[src/rtl/riscv_decode_pkg.sv]
// Shared constants for the RV32I(+M) ID stage: opcodes, funct3/funct7 values,
// ALU operation codes, ALU operand selects and the decoded control bundle.
package riscv_decode_pkg;

  localparam logic [6:0] OP_LUI    = 7'b0110111;
  localparam logic [6:0] OP_AUIPC  = 7'b0010111;
  localparam logic [6:0] OP_JAL    = 7'b1101111;
  localparam logic [6:0] OP_JALR   = 7'b1100111;
  localparam logic [6:0] OP_BRANCH = 7'b1100011;
  localparam logic [6:0] OP_LOAD   = 7'b0000011;
  localparam logic [6:0] OP_STORE  = 7'b0100011;
  localparam logic [6:0] OP_IMM    = 7'b0010011;
  localparam logic [6:0] OP_REG    = 7'b0110011;

  localparam logic [2:0] F3_ADD_SUB = 3'b000;
  localparam logic [2:0] F3_SLL     = 3'b001;
  localparam logic [2:0] F3_SLT     = 3'b010;
  localparam logic [2:0] F3_SLTU    = 3'b011;
  localparam logic [2:0] F3_XOR     = 3'b100;
  localparam logic [2:0] F3_SR      = 3'b101;
  localparam logic [2:0] F3_OR      = 3'b110;
  localparam logic [2:0] F3_AND     = 3'b111;

  localparam logic [6:0] F7_BASE   = 7'b0000000;
  localparam logic [6:0] F7_ALT    = 7'b0100000;
  localparam logic [6:0] F7_MULDIV = 7'b0000001;

  localparam logic [4:0] ALU_ADD  = 5'd0;
  localparam logic [4:0] ALU_SUB  = 5'd1;
  localparam logic [4:0] ALU_LUI  = 5'd2;
  localparam logic [4:0] ALU_AND  = 5'd3;
  localparam logic [4:0] ALU_XOR  = 5'd4;
  localparam logic [4:0] ALU_OR   = 5'd5;
  localparam logic [4:0] ALU_SLL  = 5'd6;
  localparam logic [4:0] ALU_SRL  = 5'd7;
  localparam logic [4:0] ALU_SRA  = 5'd8;
  localparam logic [4:0] ALU_SLT  = 5'd9;
  localparam logic [4:0] ALU_SLTU = 5'd10;
  localparam logic [4:0] ALU_MUL  = 5'd16;  // M ops are ALU_MUL + funct3

  localparam logic [1:0] SRC_B_RS2  = 2'd0;
  localparam logic [1:0] SRC_B_IMM  = 2'd1;
  localparam logic [1:0] SRC_B_FOUR = 2'd2;

  typedef struct packed {
    logic [4:0] alu_code;
    logic       alu_src_a;
    logic [1:0] alu_src_b;
    logic       mem_read;
    logic       mem_write;
    logic       mem_to_reg;
    logic       reg_write;
    logic       branch;
    logic       jump;
    logic       jalr;
    logic       illegal;
  } ctrl_t;

  function automatic logic [4:0] alu_from_f3(input logic [2:0] f3, input logic alt);
    case (f3)
      F3_ADD_SUB: alu_from_f3 = alt ? ALU_SUB : ALU_ADD;
      F3_SLL:     alu_from_f3 = ALU_SLL;
      F3_SLT:     alu_from_f3 = ALU_SLT;
      F3_SLTU:    alu_from_f3 = ALU_SLTU;
      F3_XOR:     alu_from_f3 = ALU_XOR;
      F3_SR:      alu_from_f3 = alt ? ALU_SRA : ALU_SRL;
      F3_OR:      alu_from_f3 = ALU_OR;
      default:    alu_from_f3 = ALU_AND;
    endcase
  endfunction

endpackage

[src/rtl/decode_stage_if.sv]
// IF/ID -> ID -> EX handshake and control-bundle signals of the decode stage.
interface decode_stage_if #(parameter int XLEN = 32);
  logic            in_valid;
  logic            in_ready;
  logic [31:0]     in_instr;
  logic [XLEN-1:0] in_pc;
  logic            flush;
  logic            ex_ready;
  logic            out_valid;
  logic [XLEN-1:0] out_pc;
  logic [4:0]      out_rs1;
  logic [4:0]      out_rs2;
  logic [4:0]      out_rd;
  logic [XLEN-1:0] out_imm;
  logic [2:0]      out_funct3;
  logic [4:0]      out_alu_code;
  logic            out_alu_src_a;
  logic [1:0]      out_alu_src_b;
  logic            out_mem_read;
  logic            out_mem_write;
  logic            out_mem_to_reg;
  logic            out_reg_write;
  logic            out_branch;
  logic            out_jump;
  logic            out_jalr;
  logic            out_illegal;

  modport master (
    output in_valid, in_instr, in_pc, flush, ex_ready,
    input  in_ready, out_valid, out_pc, out_rs1, out_rs2, out_rd, out_imm, out_funct3,
           out_alu_code, out_alu_src_a, out_alu_src_b, out_mem_read, out_mem_write,
           out_mem_to_reg, out_reg_write, out_branch, out_jump, out_jalr, out_illegal
  );

  modport slave (
    input  in_valid, in_instr, in_pc, flush, ex_ready,
    output in_ready, out_valid, out_pc, out_rs1, out_rs2, out_rd, out_imm, out_funct3,
           out_alu_code, out_alu_src_a, out_alu_src_b, out_mem_read, out_mem_write,
           out_mem_to_reg, out_reg_write, out_branch, out_jump, out_jalr, out_illegal
  );
endinterface

[src/rtl/imm_gen.sv]
// Immediate extraction by opcode format (I/S/B/U/J), sign-extended to XLEN.
module imm_gen
  import riscv_decode_pkg::*;
#(
  parameter int XLEN = 32
) (
  input  logic [31:0]     instr,
  output logic [XLEN-1:0] imm
);

  logic signed [31:0] imm32;

  always_comb begin
    imm32 = '0;
    case (instr[6:0])
      OP_IMM, OP_LOAD, OP_JALR: imm32 = {{20{instr[31]}}, instr[31:20]};
      OP_STORE:                 imm32 = {{20{instr[31]}}, instr[31:25], instr[11:7]};
      OP_BRANCH:                imm32 = {{19{instr[31]}}, instr[31], instr[7], instr[30:25], instr[11:8], 1'b0};
      OP_LUI, OP_AUIPC:         imm32 = {instr[31:12], 12'b0};
      OP_JAL:                   imm32 = {{11{instr[31]}}, instr[31], instr[19:12], instr[20], instr[30:21], 1'b0};
      default:                  imm32 = '0;
    endcase
  end

  // signed size cast replicates bit 31 up to XLEN
  assign imm = XLEN'(imm32);

endmodule

[src/rtl/decode_stage.sv]
// Registered RV32I(+M) ID stage: decodes one instruction per cycle into the ID/EX
// bundle with valid/ready handshake, flush and load-use bubble insertion.
module decode_stage
  import riscv_decode_pkg::*;
#(
  parameter int XLEN      = 32,
  parameter int ENABLE_M  = 0,
  parameter int HAZARD_EN = 1
) (
  input logic            clk,
  input logic            reset,
  decode_stage_if.slave  bus
);

  logic [6:0] opcode;
  logic [2:0] funct3;
  logic [6:0] funct7;
  logic [4:0] rs1;
  logic [4:0] rs2;
  logic [4:0] rd;
  logic [XLEN-1:0] imm;
  ctrl_t ctrl;
  logic uses_rs1;
  logic uses_rs2;
  logic hazard;
  logic accept;

  logic            valid_reg;
  logic [XLEN-1:0] pc_reg;
  logic [4:0]      rs1_reg;
  logic [4:0]      rs2_reg;
  logic [4:0]      rd_reg;
  logic [XLEN-1:0] imm_reg;
  logic [2:0]      funct3_reg;
  ctrl_t           ctrl_reg;

  assign opcode = bus.in_instr[6:0];
  assign rd     = bus.in_instr[11:7];
  assign funct3 = bus.in_instr[14:12];
  assign rs1    = bus.in_instr[19:15];
  assign rs2    = bus.in_instr[24:20];
  assign funct7 = bus.in_instr[31:25];

  imm_gen #(.XLEN(XLEN)) u_imm_gen (
    .instr (bus.in_instr),
    .imm   (imm)
  );

  always_comb begin
    ctrl     = '0;
    uses_rs1 = 1'b1;
    uses_rs2 = 1'b0;
    case (opcode)
      OP_REG: begin
        uses_rs2       = 1'b1;
        ctrl.reg_write = 1'b1;
        ctrl.alu_src_b = SRC_B_RS2;
        if (funct7 == F7_MULDIV) begin
          if (ENABLE_M != 0) ctrl.alu_code = {2'b10, funct3};
          else               ctrl.illegal  = 1'b1;
        end else if (funct7 == F7_BASE || funct7 == F7_ALT) begin
          ctrl.alu_code = alu_from_f3(funct3, funct7[5]);
          if (funct7 == F7_ALT && funct3 != F3_ADD_SUB && funct3 != F3_SR) ctrl.illegal = 1'b1;
        end else begin
          ctrl.illegal = 1'b1;
        end
      end
      OP_IMM: begin
        ctrl.reg_write = 1'b1;
        ctrl.alu_src_b = SRC_B_IMM;
        ctrl.alu_code  = alu_from_f3(funct3, 1'b0);
        // shift-immediates carry funct7 in the upper immediate bits
        if (funct3 == F3_SLL && funct7 != F7_BASE) ctrl.illegal = 1'b1;
        if (funct3 == F3_SR) begin
          if (funct7 == F7_ALT)       ctrl.alu_code = ALU_SRA;
          else if (funct7 != F7_BASE) ctrl.illegal  = 1'b1;
        end
      end
      OP_LOAD: begin
        ctrl.alu_src_b  = SRC_B_IMM;
        ctrl.mem_read   = 1'b1;
        ctrl.mem_to_reg = 1'b1;
        ctrl.reg_write  = 1'b1;
        if (funct3 == 3'b011 || funct3 == 3'b110 || funct3 == 3'b111) ctrl.illegal = 1'b1;
      end
      OP_STORE: begin
        uses_rs2       = 1'b1;
        ctrl.alu_src_b = SRC_B_IMM;
        ctrl.mem_write = 1'b1;
        if (funct3 > 3'b010) ctrl.illegal = 1'b1;
      end
      OP_BRANCH: begin
        uses_rs2       = 1'b1;
        ctrl.alu_code  = ALU_SUB;
        ctrl.alu_src_b = SRC_B_RS2;
        ctrl.branch    = 1'b1;
        if (funct3 == 3'b010 || funct3 == 3'b011) ctrl.illegal = 1'b1;
      end
      OP_LUI: begin
        uses_rs1       = 1'b0;
        ctrl.alu_code  = ALU_LUI;
        ctrl.alu_src_b = SRC_B_IMM;
        ctrl.reg_write = 1'b1;
      end
      OP_AUIPC: begin
        uses_rs1       = 1'b0;
        ctrl.alu_src_a = 1'b1;
        ctrl.alu_src_b = SRC_B_IMM;
        ctrl.reg_write = 1'b1;
      end
      OP_JAL: begin
        uses_rs1       = 1'b0;
        ctrl.alu_src_a = 1'b1;
        ctrl.alu_src_b = SRC_B_FOUR;
        ctrl.jump      = 1'b1;
        ctrl.reg_write = 1'b1;
      end
      OP_JALR: begin
        ctrl.alu_src_a = 1'b1;
        ctrl.alu_src_b = SRC_B_FOUR;
        ctrl.jalr      = 1'b1;
        ctrl.reg_write = 1'b1;
      end
      default: ctrl.illegal = 1'b1;
    endcase
    if (ctrl.illegal) begin
      ctrl         = '0;
      ctrl.illegal = 1'b1;
    end
  end

  assign hazard = (HAZARD_EN != 0) && valid_reg && ctrl_reg.mem_read && (rd_reg != 5'd0) &&
                  bus.in_valid && ((uses_rs1 && rs1 == rd_reg) || (uses_rs2 && rs2 == rd_reg));

  assign bus.in_ready = !bus.flush && !hazard && (!valid_reg || bus.ex_ready);
  assign accept       = bus.in_valid && bus.in_ready;

  always_ff @(posedge clk or posedge reset) begin
    if (reset) begin
      valid_reg  <= 1'b0;
      pc_reg     <= '0;
      rs1_reg    <= '0;
      rs2_reg    <= '0;
      rd_reg     <= '0;
      imm_reg    <= '0;
      funct3_reg <= '0;
      ctrl_reg   <= '0;
    end else if (bus.flush) begin
      valid_reg <= 1'b0;
    end else if (accept) begin
      valid_reg  <= 1'b1;
      pc_reg     <= bus.in_pc;
      rs1_reg    <= rs1;
      rs2_reg    <= rs2;
      rd_reg     <= ctrl.reg_write ? rd : 5'd0;
      imm_reg    <= imm;
      funct3_reg <= funct3;
      ctrl_reg   <= ctrl;
    end else if (bus.ex_ready) begin
      valid_reg <= 1'b0;
    end
  end

  assign bus.out_valid      = valid_reg;
  assign bus.out_pc         = pc_reg;
  assign bus.out_rs1        = rs1_reg;
  assign bus.out_rs2        = rs2_reg;
  assign bus.out_rd         = rd_reg;
  assign bus.out_imm        = imm_reg;
  assign bus.out_funct3     = funct3_reg;
  assign bus.out_alu_code   = ctrl_reg.alu_code;
  assign bus.out_alu_src_a  = ctrl_reg.alu_src_a;
  assign bus.out_alu_src_b  = ctrl_reg.alu_src_b;
  assign bus.out_mem_read   = ctrl_reg.mem_read;
  assign bus.out_mem_write  = ctrl_reg.mem_write;
  assign bus.out_mem_to_reg = ctrl_reg.mem_to_reg;
  assign bus.out_reg_write  = ctrl_reg.reg_write;
  assign bus.out_branch     = ctrl_reg.branch;
  assign bus.out_jump       = ctrl_reg.jump;
  assign bus.out_jalr       = ctrl_reg.jalr;
  assign bus.out_illegal    = ctrl_reg.illegal;

endmodule
[src/flat_wrapper.sv]
// flat-port wrapper written by rule: the top's interface ports become plain ports
module decode_stage_flat import riscv_decode_pkg::*;
#(
  parameter int XLEN      = 32,
  parameter int ENABLE_M  = 0,
  parameter int HAZARD_EN = 1
)
  (clk, reset, bus_in_valid, bus_in_instr, bus_in_pc, bus_flush, bus_ex_ready, bus_in_ready, bus_out_valid, bus_out_pc, bus_out_rs1, bus_out_rs2, bus_out_rd, bus_out_imm, bus_out_funct3, bus_out_alu_code, bus_out_alu_src_a, bus_out_alu_src_b, bus_out_mem_read, bus_out_mem_write, bus_out_mem_to_reg, bus_out_reg_write, bus_out_branch, bus_out_jump, bus_out_jalr, bus_out_illegal);
  decode_stage_if #(.XLEN(XLEN)) bus_i ();
  input logic clk;
  input logic reset;
  input wire logic [$bits(bus_i.in_valid)-1:0] bus_in_valid;
  input wire logic [$bits(bus_i.in_instr)-1:0] bus_in_instr;
  input wire logic [$bits(bus_i.in_pc)-1:0] bus_in_pc;
  input wire logic [$bits(bus_i.flush)-1:0] bus_flush;
  input wire logic [$bits(bus_i.ex_ready)-1:0] bus_ex_ready;
  output wire logic [$bits(bus_i.in_ready)-1:0] bus_in_ready;
  output wire logic [$bits(bus_i.out_valid)-1:0] bus_out_valid;
  output wire logic [$bits(bus_i.out_pc)-1:0] bus_out_pc;
  output wire logic [$bits(bus_i.out_rs1)-1:0] bus_out_rs1;
  output wire logic [$bits(bus_i.out_rs2)-1:0] bus_out_rs2;
  output wire logic [$bits(bus_i.out_rd)-1:0] bus_out_rd;
  output wire logic [$bits(bus_i.out_imm)-1:0] bus_out_imm;
  output wire logic [$bits(bus_i.out_funct3)-1:0] bus_out_funct3;
  output wire logic [$bits(bus_i.out_alu_code)-1:0] bus_out_alu_code;
  output wire logic [$bits(bus_i.out_alu_src_a)-1:0] bus_out_alu_src_a;
  output wire logic [$bits(bus_i.out_alu_src_b)-1:0] bus_out_alu_src_b;
  output wire logic [$bits(bus_i.out_mem_read)-1:0] bus_out_mem_read;
  output wire logic [$bits(bus_i.out_mem_write)-1:0] bus_out_mem_write;
  output wire logic [$bits(bus_i.out_mem_to_reg)-1:0] bus_out_mem_to_reg;
  output wire logic [$bits(bus_i.out_reg_write)-1:0] bus_out_reg_write;
  output wire logic [$bits(bus_i.out_branch)-1:0] bus_out_branch;
  output wire logic [$bits(bus_i.out_jump)-1:0] bus_out_jump;
  output wire logic [$bits(bus_i.out_jalr)-1:0] bus_out_jalr;
  output wire logic [$bits(bus_i.out_illegal)-1:0] bus_out_illegal;
  assign bus_i.in_valid = bus_in_valid;
  assign bus_i.in_instr = bus_in_instr;
  assign bus_i.in_pc = bus_in_pc;
  assign bus_i.flush = bus_flush;
  assign bus_i.ex_ready = bus_ex_ready;
  assign bus_in_ready = bus_i.in_ready;
  assign bus_out_valid = bus_i.out_valid;
  assign bus_out_pc = bus_i.out_pc;
  assign bus_out_rs1 = bus_i.out_rs1;
  assign bus_out_rs2 = bus_i.out_rs2;
  assign bus_out_rd = bus_i.out_rd;
  assign bus_out_imm = bus_i.out_imm;
  assign bus_out_funct3 = bus_i.out_funct3;
  assign bus_out_alu_code = bus_i.out_alu_code;
  assign bus_out_alu_src_a = bus_i.out_alu_src_a;
  assign bus_out_alu_src_b = bus_i.out_alu_src_b;
  assign bus_out_mem_read = bus_i.out_mem_read;
  assign bus_out_mem_write = bus_i.out_mem_write;
  assign bus_out_mem_to_reg = bus_i.out_mem_to_reg;
  assign bus_out_reg_write = bus_i.out_reg_write;
  assign bus_out_branch = bus_i.out_branch;
  assign bus_out_jump = bus_i.out_jump;
  assign bus_out_jalr = bus_i.out_jalr;
  assign bus_out_illegal = bus_i.out_illegal;
  decode_stage #(.XLEN(XLEN), .ENABLE_M(ENABLE_M), .HAZARD_EN(HAZARD_EN)) u_core (.clk(clk), .reset(reset), .bus(bus_i));
endmodule
[config.mk]
export PLATFORM = sky130hd
export DESIGN_NAME = decode_stage_flat
export DESIGN_NICKNAME = d
export VERILOG_FILES = /design/src/rtl/riscv_decode_pkg.sv /design/src/rtl/decode_stage_if.sv /design/src/rtl/imm_gen.sv /design/src/rtl/decode_stage.sv /design/src/flat_wrapper.sv
export SDC_FILE = /design/constraint.sdc
export NUM_CORES = 1
export LEC_CHECK = 0
export ABC_CLOCK_PERIOD_IN_PS = 6400
export BUFFER_PORTS_ARGS = -buffer_cell sky130_fd_sc_hd__buf_2
export CORE_MARGIN = 1.5
export CORE_UTILIZATION = 54
export DETAILED_ROUTE_END_ITERATION = 6
export HOLD_SLACK_MARGIN = 0.15
export PLACE_DENSITY = 0.87
export RECOVER_POWER = 25
export SLEW_MARGIN = 20
export SYNTH_ARGS = -nofsm -noshare
export SYNTH_HDL_FRONTEND = slang
export SYNTH_HIERARCHICAL = 1
export SYNTH_SLANG_ARGS = --single-unit
[constraint.sdc]
create_clock -name clk -period 6.4 [get_ports clk]
set_input_delay 0 -clock clk [delete_from_list [all_inputs] [get_ports clk]]
set_output_delay 0 -clock clk [all_outputs]
set_load 0.05 [all_outputs]
Word-level counts from Yosys, hierarchy flattened --
Index checks and enable logic that the tools add are counted.
Storage, ports and cells: word-level logic and storage cells 114, bits of input ports 69, output and inout bits 100, flip-flop bits (word level) 99
Cells by class: reduce and logical (&&, ||, !) cells 37, order comparisons 1, equality and inequality tests 21, bitwise logic cells 1, muxes and demuxes 36
Operator list (number):
- $pmux 32 s5 | 1
- $pmux 5 s7 | 1
- $eq 7x6->1 const B | 4
- $pmux 4 s7 | 1
- $mux 1 | 23
- $eq 7x7->1 const B | 3
- $mux 5 | 4
- $pmux 5 s4 | 1
- $mux 16 | 1
- $eq 7x5->1 const B | 2
- $eq 3x3->1 const B | 4
- $logic_and 1x1->1 | 12
- $reduce_or 3->1 | 4
- $eq 5x5->1 | 2
- $mux 4 | 2
- $eq 7x1->1 const B | 1
- $eq 7x2->1 const B | 1
- $logic_not 7->1 | 1
- $reduce_bool 7->1 | 1
- $reduce_or 7->1 | 1
- $eq 3x2->1 const B | 2
- $logic_or 1x1->1 | 6
- $pmux 1 s6 | 1
- $reduce_bool 3->1 | 2
- 12 further kinds | 15

Longest topological paths before layout --
depth in word-level cells 12, gate-level depth with buffers 9, gate-level depth less buffers 6

By module --
Netlist, hierarchy kept.
Modules (own cells, without submodules):
- decode_stage | area each 4299.1 µm², seq. area each 2427.3 µm², instances 1, cells each 499
- imm_gen | area each 546.8 µm², seq. area each 0.0 µm², instances 1, cells each 79

Least setup slack after synthesis --
Ideal clock, no wire load.
path type register to output, from register u_core.rd_reg[4] (netlist: u_core/bus.out_rd[4]), to output bus_in_ready, arrival time 2.523 ns, required time 6.400 ns, slack 3.877 ns, stages on the path, launching flop included 6, path buffers 0, cells stage by stage dfrtp_1 or4_1 o211ai_1 or4_1 o21ai_0 a21oi_1
On the way: word-level cells in the longest chain between the ends 7, elaborated cells on any way between the ends 12, classes of those cells eq/ne: 2; reduce/logical: 10
Ends and longest elaborated chain:
- start, declared | line decode_stage.sv:32 | logic [4:0] rd_reg;
- start signal, assigned | line decode_stage.sv:155 | rd_reg <= ctrl.reg_write ? rd : 5'd0;
- $eq 5x5->1 / $reduce_bool 5->1 (equally long branches) | line decode_stage.sv:133, decode_stage.sv:132
- $logic_and 1x1->1, on equally long branches | line decode_stage.sv:133, decode_stage.sv:132
- $logic_or 1x1->1 / $logic_and 1x1->1 (equally long branches) | line decode_stage.sv:133, decode_stage.sv:132
- $logic_and 1x1->1 * | line decode_stage.sv:133 | bus.in_valid && ((uses_rs1 && rs1 == rd_reg) || (uses_rs2 && rs2 == rd_reg));
- $logic_not 1->1 * | line decode_stage.sv:135 | assign bus.in_ready = !bus.flush && !hazard && (!valid_reg || bus.ex_ready);
- $logic_and 1x1->1 * (2 in series) | line decode_stage.sv:135
- end, declared | line flat_wrapper.sv:17 | output wire logic [$bits(bus_i.in_ready)-1:0] bus_in_ready;
Mark *: on every way between the ends. The rest lies on a longest branch, timed or not.

Final worst setup path --
from input bus_in_instr[0], to register u_core.valid_reg (netlist: u_core/bus.out_valid)
On the way: word-level cells in the longest chain between the ends 12, elaborated cells on any way between the ends 21, classes of those cells eq/ne: 6; mux: 4; reduce/logical: 11
Ends and longest elaborated chain:
- start, declared | line flat_wrapper.sv:13 | input wire logic [$bits(bus_i.in_instr)-1:0] bus_in_instr;
- $eq 7x6->1 (tied with other cells) | line decode_stage.sv:53 | case (opcode)
- $reduce_or 3->1 (no source line)
- $mux 1 | line decode_stage.sv:53
- $logic_and 1x1->1 | line decode_stage.sv:133
- $logic_or 1x1->1 * | line decode_stage.sv:133
- $logic_and 1x1->1 * | line decode_stage.sv:133
- $logic_not 1->1 * | line decode_stage.sv:135
- $logic_and 1x1->1 * (2 in series) | line decode_stage.sv:135
- $logic_and 1x1->1 * | line decode_stage.sv:136 | assign accept = bus.in_valid && bus.in_ready;
- $mux 1 | line decode_stage.sv:150 | end else if (accept) begin
- $mux 1 | line decode_stage.sv:148 | end else if (bus.flush) begin
- end signal, assigned | line decode_stage.sv:140 | valid_reg <= 1'b0;
- end signal, assigned | line decode_stage.sv:149 | valid_reg <= 1'b0;
- end signal, assigned | line decode_stage.sv:151 | valid_reg <= 1'b1;
- end, declared | line decode_stage.sv:28 | logic valid_reg;
Marked as above. A chain may end at the register's enable or synchronous reset.

==> run metrics <==
CORE AREA=8720 sq um; unrepaired setup endpoints after global routing=false; Inst Count DP=817; Final Hold Vio Count=0; main area contributors after synthesis=dfrtp_1 (50%), nand2_1 (20%), nand3_1 (2.3%); largest net degree at the start of global routing=87; maximum VDD drop=between 0.15 and 0.2 mV; post-synth cell types=63; total number of vias=5033; initial DRC count=around 410; CTS Root Cell=clkbuf_8; IO Pins=169; Tot GR Track Use=0.318; slowest stage delay, CP=0.65 ns; hold crit path type=in2reg; Buf/Inv on CP=4; worst-skew pair later-pin latency=0.38 ns; final slew viol count=49; vias in the first global route=4908; CP Launch Type=input pin; clock tree buffer depth=2; Initial Util=0.556; port bufs=167; final WL=14900 um; n_diodes=0; ys flop type=dfrtp_1; failing checks=capacitance limit, slew limit; final worst path period share=0.475; CP most frequent cell=dlygate4sd3_1; Layout Nets=854; initial antenna violation count=0; clk_skew=roughly 0.021 ns; Remaining DRCs=0; DRT Pass-1 Iters=5; # H-tree levels=3; Post-Syn Area=4850 sq um; register bit count reported by yosys=slightly below 100; fin area=6460 sq um; cell accounting for the most synthesized area=dfrtp_1; post-CTS setup buffer count=0; CP arrival=roughly 3.3 ns; share of cells above drive strength 1=0.237; Antenna Nets Post-Route=0; first-pass GRT wire length=about 24000 um; die area=9550 sq um; setup violators final=0; Post-CTS Resized=0; post-place setup slack=3.51 ns; Avg WL per Cell=around 17 um; EDFF count, synth=0; Post-Syn Instances=a little under 600; Syn-to-layout area delta=33.3%; Slowest-stage cell, CP=or4_1; die width=97.7 um; crit path time final=3.04 ns; outcome=finished with violations; cell breakdown of the critical path=dlygate4sd3_1, buf_2, nand2_1, or3_1, or4_1, o211ai_4, buf_4, o21ai_1, dlygate4sd3_1; Mapped Avg Cell Area=roughly 8.4 sq um; Fmax=329 MHz; RePlAce Congestion=0.852; Leak=3.47 nW; Critical Path RT=6.65 ns; clock sinks=97; MaxCap Viol Count=1; ys async rst share=1.00; syn nets=647; cell area power density=237 nW/um^2; total negative slack=0 ns; GRT Residual Overflow=0; Row Count=34; Ys Warns=6; Via density=between 5 and 6; Crit Path Max Fanout=57; CTS clk-pin slew, worst paths=0.09 ns; CP Capture Type=register; cts bufs inserted=9; Synth top area share=0.501; worst path setup slack after routing=~3.4 ns; worst slew pin tran=2.14 ns; DIE HEIGHT=around 98 um; Critical Setup Path Class=in2reg; dpl hpwl=9170 um; Non-Filler Instances=898; placed inst area=5650 sq um; CP delay by family, top=buffers and inverters; register area share after synthesis=0.501; CTS tree=built; Worst slew margin=-0.431
## report_power, final
part           switching, mW  internal (mW)  total, mW  leakage (nW)
registers             0.0300          0.663      0.693          1.28
clock network          0.237          0.161      0.398         0.101
logic                  0.327          0.111      0.437          2.09
total                  0.594          0.935       1.53          3.47
## kinds of logic after synthesis
kind of cell	Yosys count	synth area share
simple gates	345	0.310
xor+xnor	10	0.0181
compound gates	77	0.119
flops	97	0.501
mux	1	0.00207
buf+inv	47	0.0498
other cells	1	0.000774
## timing repair
action / CTS / global route
endpoints found under the hold margin: 135 / 0
endpoints found under the setup margin: 0 / 0
hold buffers: 65 / 0
## through the flow
step | hold slack, ns | utilization | power (mW)
floorplan | 0.0924 | - | 0.994
global placement | 0.103 | 0.647 | 1.09
detailed placement | 0.111 | 0.647 | 1.10
CTS | 0.150 | 0.744 | 1.52
global route | 0.195 | 0.741 | 1.59
finish | 0.167 | 0.741 | 1.53
## Yosys cell counts, types with 4 or more instances
| master | n |
|---|---|
| nor2_1 | 8 |
| inv_1 | 8 |
| o21ai_0 | 21 |
| o21ai_1 | 8 |
| nor2b_1 | 8 |
| a21o_2 | 8 |
| nand2_1 | 263 |
| clkbuf_1 | 12 |
| dfrtp_1 | 97 |
| xor2_1 | 5 |
| nand4_1 | 6 |
| nand3_1 | 22 |
| or3_1 | 6 |
| buf_2 | 19 |
| xnor2_1 | 5 |
| a22o_1 | 4 |
| nand2b_1 | 4 |
| buf_4 | 5 |
## final cells by class
type	count	area [sq um]
inverters	8	31.3
multi-input cells	434	2190
fillers	626	2260
repair buffers	235	1480
clock inverters	6	57.6
clock buffers	10	138
well taps	108	135
flip-flops and latches	97	2430
## routing by layer
| metal | vias up | routed length [um] | track usage | part of all wire |
|---|---|---|---|---|
| li1 | 2299 | - | - | - |
| met1 | 2381 | 5950 | 0.410 | 0.40 |
| met2 | 306 | 7370 | 0.537 | 0.49 |
| met3 | 47 | 1160 | 0.0472 | 0.078 |
| met4 | 0 | 437 | 0.137 | 0.029 |
| met5 | - | 0 | 0 | 0 |
## path summary, 6_finish.rpt
check | start | endpoint | slack (ns) | cells after the start
hold / removal | bus_in_instr[4] | u_core/bus.out_mem_read | 0.17 | 3
min in group asynchronous | reset | u_core/bus.out_pc[12] | 0.73 | 3
setup / recovery | bus_in_instr[0] | u_core/bus.out_valid | 3.36 | 9
hold reg to reg | u_core/bus.out_imm[30] | u_core/bus.out_imm[30] | 0.49 | 2
max in group asynchronous | reset | u_core/bus.out_imm[22] | 4.23 | 4
setup reg to reg | u_core/bus.out_rd[2] | u_core/bus.out_valid | 3.45 | 7
## sequential cells by signal, indices dropped and copies added (netlist names), 2 cells and up
register	cells
u_core/bus.out_pc	32
u_core/bus.out_funct3	3
u_core/bus.out_rs1	5
u_core/bus.out_alu_src_b	2
u_core/bus.out_alu_code	4
u_core/bus.out_rs2	5
u_core/bus.out_imm	32
u_core/bus.out_rd	5
## tightest hold or removal path: cells and delay by family
family          cells  cell delay, ns
simple gates        1            0.18
compound gates      1            0.05
buf+inv             1            0.26
## layout by cell type, fill, tap and decap left out, types with 6 or more instances in the layout
cell             n
nand2_1        263
buf_2          141
dfrtp_1         97
dlygate4sd3_1   65
clkbuf_1        26
nand3_1         22
o21ai_0         21
clkbuf_8        10
nor2_1           8
nor2b_1          8
o21ai_1          8
a21o_2           8
inv_1            7
nand4_1          6
or3_1            6
(Power assumes the default switching activity.)
